[src/rtl/xor_delta_decoder_pkg.sv]
// ============================================================================
// Module   : xor_delta_pkg
// Purpose  : Shared constants, FSM encoding and popcount helper for the
//            XOR-delta decoder.
// Revision : 1.0 - initial release
// ============================================================================
`default_nettype none

package xor_delta_pkg;

  localparam int DELTA_WIDTH_DEFAULT = 5;
  localparam int POPCOUNT_MAX_W      = 32;

  typedef enum logic [0:0] {
    ST_EMPTY = 1'b0,
    ST_FULL  = 1'b1
  } state_t;

  // Callers zero-extend narrower words into the fixed-width argument.
  function automatic int unsigned popcount(input logic [POPCOUNT_MAX_W-1:0] v);
    int unsigned n;
    n = 0;
    for (int i = 0; i < POPCOUNT_MAX_W; i++) begin
      n += 32'(v[i]);
    end
    return n;
  endfunction

endpackage

`default_nettype wire

[src/rtl/xor_delta_decoder_if.sv]
// ============================================================================
// Module   : xor_delta_decoder_if
// Purpose  : Delta-in / word-out handshake bundle for xor_delta_decoder.
//            diff_bits exists only when XOR_DELTA_POPCOUNT_EN is defined.
// Revision : 1.0 - initial release
// ============================================================================
`default_nettype none

interface xor_delta_decoder_if #(
  parameter int WIDTH = 5,
  parameter int CNT_W = 8
);

  logic             ref_clear;
  logic             in_valid;
  logic             in_ready;
  logic [WIDTH-1:0] in_delta;
  logic             out_valid;
  logic             out_ready;
  logic [WIDTH-1:0] out_word;
  logic [CNT_W-1:0] beat_cnt;
`ifdef XOR_DELTA_POPCOUNT_EN
  logic [$clog2(WIDTH+1)-1:0] diff_bits;
`endif

  modport master (
    output ref_clear, in_valid, in_delta, out_ready,
`ifdef XOR_DELTA_POPCOUNT_EN
    input  diff_bits,
`endif
    input  in_ready, out_valid, out_word, beat_cnt
  );

  modport slave (
    input  ref_clear, in_valid, in_delta, out_ready,
`ifdef XOR_DELTA_POPCOUNT_EN
    output diff_bits,
`endif
    output in_ready, out_valid, out_word, beat_cnt
  );

endinterface

`default_nettype wire

[src/rtl/xor_delta_decoder_xor_bits.sv]
// ============================================================================
// Module   : delta_xor_bits
// Purpose  : Per-bit XOR array combining the running reference with a delta.
// Revision : 1.0 - initial release
// ============================================================================
`default_nettype none

module delta_xor_bits #(
  parameter int WIDTH = 5
) (
  input  wire logic [WIDTH-1:0] ref_word,
  input  wire logic [WIDTH-1:0] delta,
  output logic      [WIDTH-1:0] result
);

  generate
    for (genvar i = 0; i < WIDTH; i++) begin : g_bit
      assign result[i] = ref_word[i] ^ delta[i];
    end
  endgenerate

endmodule

`default_nettype wire

[src/rtl/xor_delta_decoder.sv]
// ============================================================================
// Module   : xor_delta_decoder
// Purpose  : Rebuilds a word stream from XOR deltas via a running reference,
//            with a one-entry output buffer. XOR_DELTA_POPCOUNT_EN adds
//            diff_bits (ones count of each accepted delta).
// Revision : 1.0 - initial release
// ============================================================================
`default_nettype none

module xor_delta_decoder
  import xor_delta_pkg::*;
#(
  parameter int               WIDTH    = DELTA_WIDTH_DEFAULT,
  parameter logic [WIDTH-1:0] INIT_REF = '0,
  parameter int               CNT_W    = 8
) (
  input  wire logic          clk,
  input  wire logic          rst,
  xor_delta_decoder_if.slave bus
);

  state_t           r_state;
  state_t           w_state_nxt;
  logic             w_in_ready;
  logic             w_accept;
  logic [WIDTH-1:0] r_reference;
  logic [WIDTH-1:0] r_word;
  logic [CNT_W-1:0] r_beat_cnt;
  logic [WIDTH-1:0] w_xor;

  delta_xor_bits #(.WIDTH(WIDTH)) u_xor_bits (
    .ref_word (r_reference),
    .delta    (bus.in_delta),
    .result   (w_xor)
  );

  always_ff @(posedge clk or posedge rst) begin
    if (rst) r_state <= ST_EMPTY;
    else     r_state <= w_state_nxt;
  end

  always_comb begin
    w_state_nxt = r_state;
    w_in_ready  = 1'b1;
    w_accept    = 1'b0;
    case (r_state)
      ST_EMPTY: begin
        w_in_ready = 1'b1;
        w_accept   = bus.in_valid;
        if (bus.in_valid) w_state_nxt = ST_FULL;
      end
      ST_FULL: begin
        // The buffer slot frees up in the same cycle the consumer takes it.
        w_in_ready = bus.out_ready;
        w_accept   = bus.in_valid & bus.out_ready;
        if (bus.out_ready && !bus.in_valid) w_state_nxt = ST_EMPTY;
      end
      default: begin
        w_state_nxt = ST_EMPTY;
      end
    endcase
  end

  always_ff @(posedge clk or posedge rst) begin
    if (rst) begin
      r_reference <= INIT_REF;
      r_word      <= '0;
      r_beat_cnt  <= '0;
    end else begin
      if (w_accept) begin
        r_word     <= w_xor;
        r_beat_cnt <= r_beat_cnt + 1'b1;
      end
      // A clear still lets the accepted beat decode against the old reference.
      if (bus.ref_clear)  r_reference <= INIT_REF;
      else if (w_accept)  r_reference <= w_xor;
    end
  end

`ifdef XOR_DELTA_POPCOUNT_EN
  localparam int DB_W = $clog2(WIDTH+1);
  logic [DB_W-1:0] r_diff_bits;

  always_ff @(posedge clk or posedge rst) begin
    if (rst)           r_diff_bits <= '0;
    else if (w_accept) r_diff_bits <= DB_W'(popcount(POPCOUNT_MAX_W'(bus.in_delta)));
  end

  assign bus.diff_bits = r_diff_bits;
`endif

  assign bus.in_ready  = w_in_ready;
  assign bus.out_valid = (r_state == ST_FULL);
  assign bus.out_word  = r_word;
  assign bus.beat_cnt  = r_beat_cnt;

endmodule

`default_nettype wire

[src/flat_wrapper.sv]
// flat-port wrapper written by rule: the top's interface ports become plain ports
module xor_delta_decoder_flat import xor_delta_pkg::*;
#(
  parameter int               WIDTH    = DELTA_WIDTH_DEFAULT,
  parameter logic [WIDTH-1:0] INIT_REF = '0,
  parameter int               CNT_W    = 8
)
  (clk, rst, bus_ref_clear, bus_in_valid, bus_in_delta, bus_out_ready, bus_in_ready, bus_out_valid, bus_out_word, bus_beat_cnt);
  xor_delta_decoder_if #(.WIDTH(WIDTH), .CNT_W(CNT_W)) bus_i ();
  input  wire logic clk;
  input  wire logic rst;
  input wire logic [$bits(bus_i.ref_clear)-1:0] bus_ref_clear;
  input wire logic [$bits(bus_i.in_valid)-1:0] bus_in_valid;
  input wire logic [$bits(bus_i.in_delta)-1:0] bus_in_delta;
  input wire logic [$bits(bus_i.out_ready)-1:0] bus_out_ready;
  output wire logic [$bits(bus_i.in_ready)-1:0] bus_in_ready;
  output wire logic [$bits(bus_i.out_valid)-1:0] bus_out_valid;
  output wire logic [$bits(bus_i.out_word)-1:0] bus_out_word;
  output wire logic [$bits(bus_i.beat_cnt)-1:0] bus_beat_cnt;
  assign bus_i.ref_clear = bus_ref_clear;
  assign bus_i.in_valid = bus_in_valid;
  assign bus_i.in_delta = bus_in_delta;
  assign bus_i.out_ready = bus_out_ready;
  assign bus_in_ready = bus_i.in_ready;
  assign bus_out_valid = bus_i.out_valid;
  assign bus_out_word = bus_i.out_word;
  assign bus_beat_cnt = bus_i.beat_cnt;
  xor_delta_decoder #(.WIDTH(WIDTH), .INIT_REF(INIT_REF), .CNT_W(CNT_W)) u_core (.clk(clk), .rst(rst), .bus(bus_i));
endmodule
[config.mk]
export PLATFORM = sky130hd
export DESIGN_NAME = xor_delta_decoder_flat
export DESIGN_NICKNAME = d
export VERILOG_FILES = /design/src/rtl/xor_delta_decoder_pkg.sv /design/src/rtl/xor_delta_decoder_if.sv /design/src/rtl/xor_delta_decoder_xor_bits.sv /design/src/rtl/xor_delta_decoder.sv /design/src/flat_wrapper.sv
export SDC_FILE = /design/constraint.sdc
export NUM_CORES = 1
export LEC_CHECK = 0
export ABC_CLOCK_PERIOD_IN_PS = 1200
export CORE_MARGIN = 1.5
export CORE_UTILIZATION = 30
export CTS_CLUSTER_SIZE = 16
export DETAILED_ROUTE_END_ITERATION = 8
export PLACE_DENSITY_LB_ADDON = 0.1
export SYNTH_ARGS = -nofsm -noshare
export SYNTH_HDL_FRONTEND = slang
export SYNTH_HIERARCHICAL = 1
export SYNTH_SLANG_ARGS = --single-unit
[constraint.sdc]
create_clock -name clk -period 1.2 [get_ports clk]
set_input_delay 0.3 -clock clk [delete_from_list [all_inputs] [get_ports clk]]
set_output_delay 0.3 -clock clk [all_outputs]
set_load 0.005 [all_outputs]
==> results.json <==
{
  "slew_viol_final": 0,
  "track_usage": 0.131,
  "pin_count": 25,
  "antenna_violating_nets_post_route": 0,
  "placed_cells_incl_taps": 158,
  "biggest_fanout_along_the_worst_timing_path": 2,
  "final_cell_area_um2": 1390,
  "yosysWarningCount": 6,
  "cts.path.max_buffers": 2,
  "irDropWorstVdd_mv": 0.794,
  "tritoncts_num_sinks": 19,
  "final_common_cell": "sky130_fd_sc_hd__dfrtp_1",
  "cts_hold_buffers": 0,
  "setup_repair_after_global_routing_missed_its_margin": "true",
  "first_global_vias": 747,
  "maximum_number_of_pins_on_one_net_before_global_route_repair": 20,
  "route.final.wire_length_mm": 2.04,
  "layout-area-overhead-vs-synth_pct": 45.3,
  "clk_latency_ps": 300,
  "detail_route.wl_per_cell_um": 12.2,
  "num-fill-cells": 297,
  "die_area_um2": 3530,
  "antenna_found_initial": 0,
  "cts.clk_slew.worst_paths_ps": 120,
  "critPathArrivalTime_ps": 960,
  "first_pass_iters": 2,
  "place_congestion": 0.738,
  "grt_first_pass_wirelength_mm": 3.40,
  "timing.setup.critical_path_class": "reg -> out",
  "worst_slack_ps": -61.1,
  "max_freq_mhz": 793,
  "drt-initial-drc-count": 13,
  "worstSetupEndpointType": "output pin",
  "num_vias": 730,
  "die-height_um": 59.4,
  "p_total_uw": 2070,
  "tightestPinTransition_ps": 296,
  "endpoint_required_time_on_the_critical_path_ps": 900,
  "ctsHtreeMaxLevel": 1,
  "fin_worst_skew_ps": 6.09,
  "synth_area_per_cell_um2": 12.1,
  "n_antenna_cell": 0,
  "hp-class": "in -> async",
  "fin_util": 0.458,
  "final-instance-count-excl-fill": 167,
  "multi_input_area_um2": 440,
  "setup-violations-final": 2,
  "postSynthNetCount": 90,
  "floorplan.die.width_um": 59.4,
  "part_of_the_yosys_area_used_for_sequential_elements": 0.498,
  "period_needed_ps": 1260,
  "sequential_cell_area_um2": 475,
  "route.detailed.drc": 0,
  "cts_root_buffer": "sky130_fd_sc_hd__clkbuf_4",
  "dp.final_hpwl_mm": 1.38,
  "cts_tree": "done",
  "netlist-cell-type-count": 26,
  "layout_common_cells": "sky130_fd_sc_hd__dfrtp_1 (19), sky130_fd_sc_hd__buf_4 (16), sky130_fd_sc_hd__buf_2 (13)",
  "layout-drive-gt1-share": 0.472,
  "yosys_register_bits": 19,
  "cap_violations": 0,
  "leakagePower_uw": 0.000696,
  "rows": 20,
  "via_per_inst": 4.37,
  "place_ws_ps": -492,
  "grt_remaining_overflow": 0,
  "period_share": 1.05,
  "floorplan.initialDensity": 0.315,
  "dpl_cell_area_um2": 1340,
  "post_synth_inst_count": 79,
  "synthesis.area_um2": 955,
  "outcome": "finished, violations left",
  "core_area_um2": 3030,
  "nets": 135,
  "cts_inserted_buffers": 3,
  "hold_viol_final": 0,
  "setup.worst_path.start_class": "register",
  "failing_checks": "negative setup slack",
  "power_per_cell_area_nw_per_um2": 1490,
  "place.port_buffers": 24,
  "worst_slew_margin_rel": 0.802
}
-- through the flow --
stage               hold WS [ps]  setup TNS, ps
floorplan                    251              0
global placement             468          -6150
detailed placement           473          -6280
CTS                          315           -505
global route                 317           -322
finish                       318           -103
-- sequential cells by signal, summed over array words and instances (netlist names) --
name	cells
u_core/bus.beat_cnt	8
u_core/bus.out_word	5
u_core/r_reference	5
u_core/bus.out_valid	1
-- critical path, cell delays in order, from the launching register on --
cell,delay [ps]
sky130_fd_sc_hd__dfrtp_1,360
sky130_fd_sc_hd__nor2b_4,170
sky130_fd_sc_hd__inv_4,40
sky130_fd_sc_hd__buf_6,100
-- cell type report --
class	count	share of cell area
multi-input combinational	53	0.317
timing repair buffer	44	0.271
inverter	3	0.00992
sequential	19	0.343
clock inverter	1	0.00361
clock buffer	3	0.0162
tap	44	0.0397
-- power by group --
part / leakage, µW / switching, µW / internal (µW) / total [µW]
combinational: 0.000438 / 384 / 509 / 893
sequential: 0.000241 / 68.8 / 779 / 848
clock: 0.0000177 / 205 / 124 / 329
total: 0.000696 / 658 / 1410 / 2070
-- repair_timing --
action	CTS	global route
gates resized for setup	58	6
pin swaps	0	1
setup buffers	3	1
gates cloned	1	0
setup endpoints to repair	21	18
-- cell families (layout without fill, tap and decap cells) --
group,count (synthesis),count (layout),synth area share
buffers and inverters,7,51,0.0603
adders and majority gates,1,1,0.0131
and+or+nand+nor,24,24,0.216
xor gates and xnor gates,12,12,0.118
DFF,19,19,0.498
muxes,1,1,0.0157
AOI/OAI and AO/OA,15,15,0.0786
-- cell usage after synthesis --
| library cell | instances | share of area |
|---|---|---|
| sky130_fd_sc_hd__nand4_2 | 2 | 0.026 |
| sky130_fd_sc_hd__xnor2_2 | 1 | 0.017 |
| sky130_fd_sc_hd__o21ai_0 | 1 | 0.0052 |
| sky130_fd_sc_hd__xnor2_1 | 6 | 0.055 |
| sky130_fd_sc_hd__buf_2 | 1 | 0.0052 |
| sky130_fd_sc_hd__nand2_1 | 6 | 0.024 |
| sky130_fd_sc_hd__nand2_2 | 1 | 0.0066 |
| sky130_fd_sc_hd__and4_1 | 2 | 0.018 |
| sky130_fd_sc_hd__dfrtp_1 | 19 | 0.50 |
| sky130_fd_sc_hd__o21ai_1 | 9 | 0.047 |
| sky130_fd_sc_hd__ha_1 | 1 | 0.013 |
| sky130_fd_sc_hd__buf_4 | 1 | 0.0079 |
| sky130_fd_sc_hd__inv_1 | 1 | 0.0039 |
| sky130_fd_sc_hd__nand3_2 | 7 | 0.073 |
| sky130_fd_sc_hd__inv_4 | 1 | 0.0066 |
| sky130_fd_sc_hd__inv_2 | 1 | 0.0039 |
| sky130_fd_sc_hd__nand4_1 | 1 | 0.0066 |
| sky130_fd_sc_hd__buf_6 | 1 | 0.012 |
| sky130_fd_sc_hd__nor2b_4 | 1 | 0.014 |
| sky130_fd_sc_hd__xor2_1 | 5 | 0.046 |
| sky130_fd_sc_hd__and2_1 | 2 | 0.013 |
| sky130_fd_sc_hd__and3_4 | 1 | 0.012 |
| sky130_fd_sc_hd__a21oi_1 | 5 | 0.026 |
| sky130_fd_sc_hd__buf_12 | 1 | 0.021 |
| sky130_fd_sc_hd__mux2_4 | 1 | 0.016 |
| sky130_fd_sc_hd__nand4_4 | 1 | 0.022 |
-- routing by layer --
metal | wire [µm] | vias to the layer above | part of all wire | GRT usage
met5 | 0 | - | 0 | 0
met4 | 19 | 0 | 0.0093 | 0.0584
met3 | 99 | 2 | 0.049 | 0.0306
met2 | 945 | 15 | 0.46 | 0.215
met1 | 977 | 351 | 0.48 | 0.163
li1 | - | 362 | - | -
-- worst paths after layout --
path                                        startpoint                endpoint  slack (ps)  cells after the start
min in group clk                          bus_in_valid  u_core/bus.beat_cnt[6]         440                      3
worst min-delay path                               rst  u_core/bus.beat_cnt[4]         320                      3
worst max-delay path              u_core/bus.out_valid            bus_in_ready         -60                      3
worst min register to register  u_core/bus.out_word[2]  u_core/bus.out_word[2]         490                      2
worst max register to register    u_core/bus.out_valid  u_core/bus.beat_cnt[5]          10                      6
max in group asynchronous                          rst   u_core/r_reference[3]         750                      3
(Power assumes the default switching activity.)
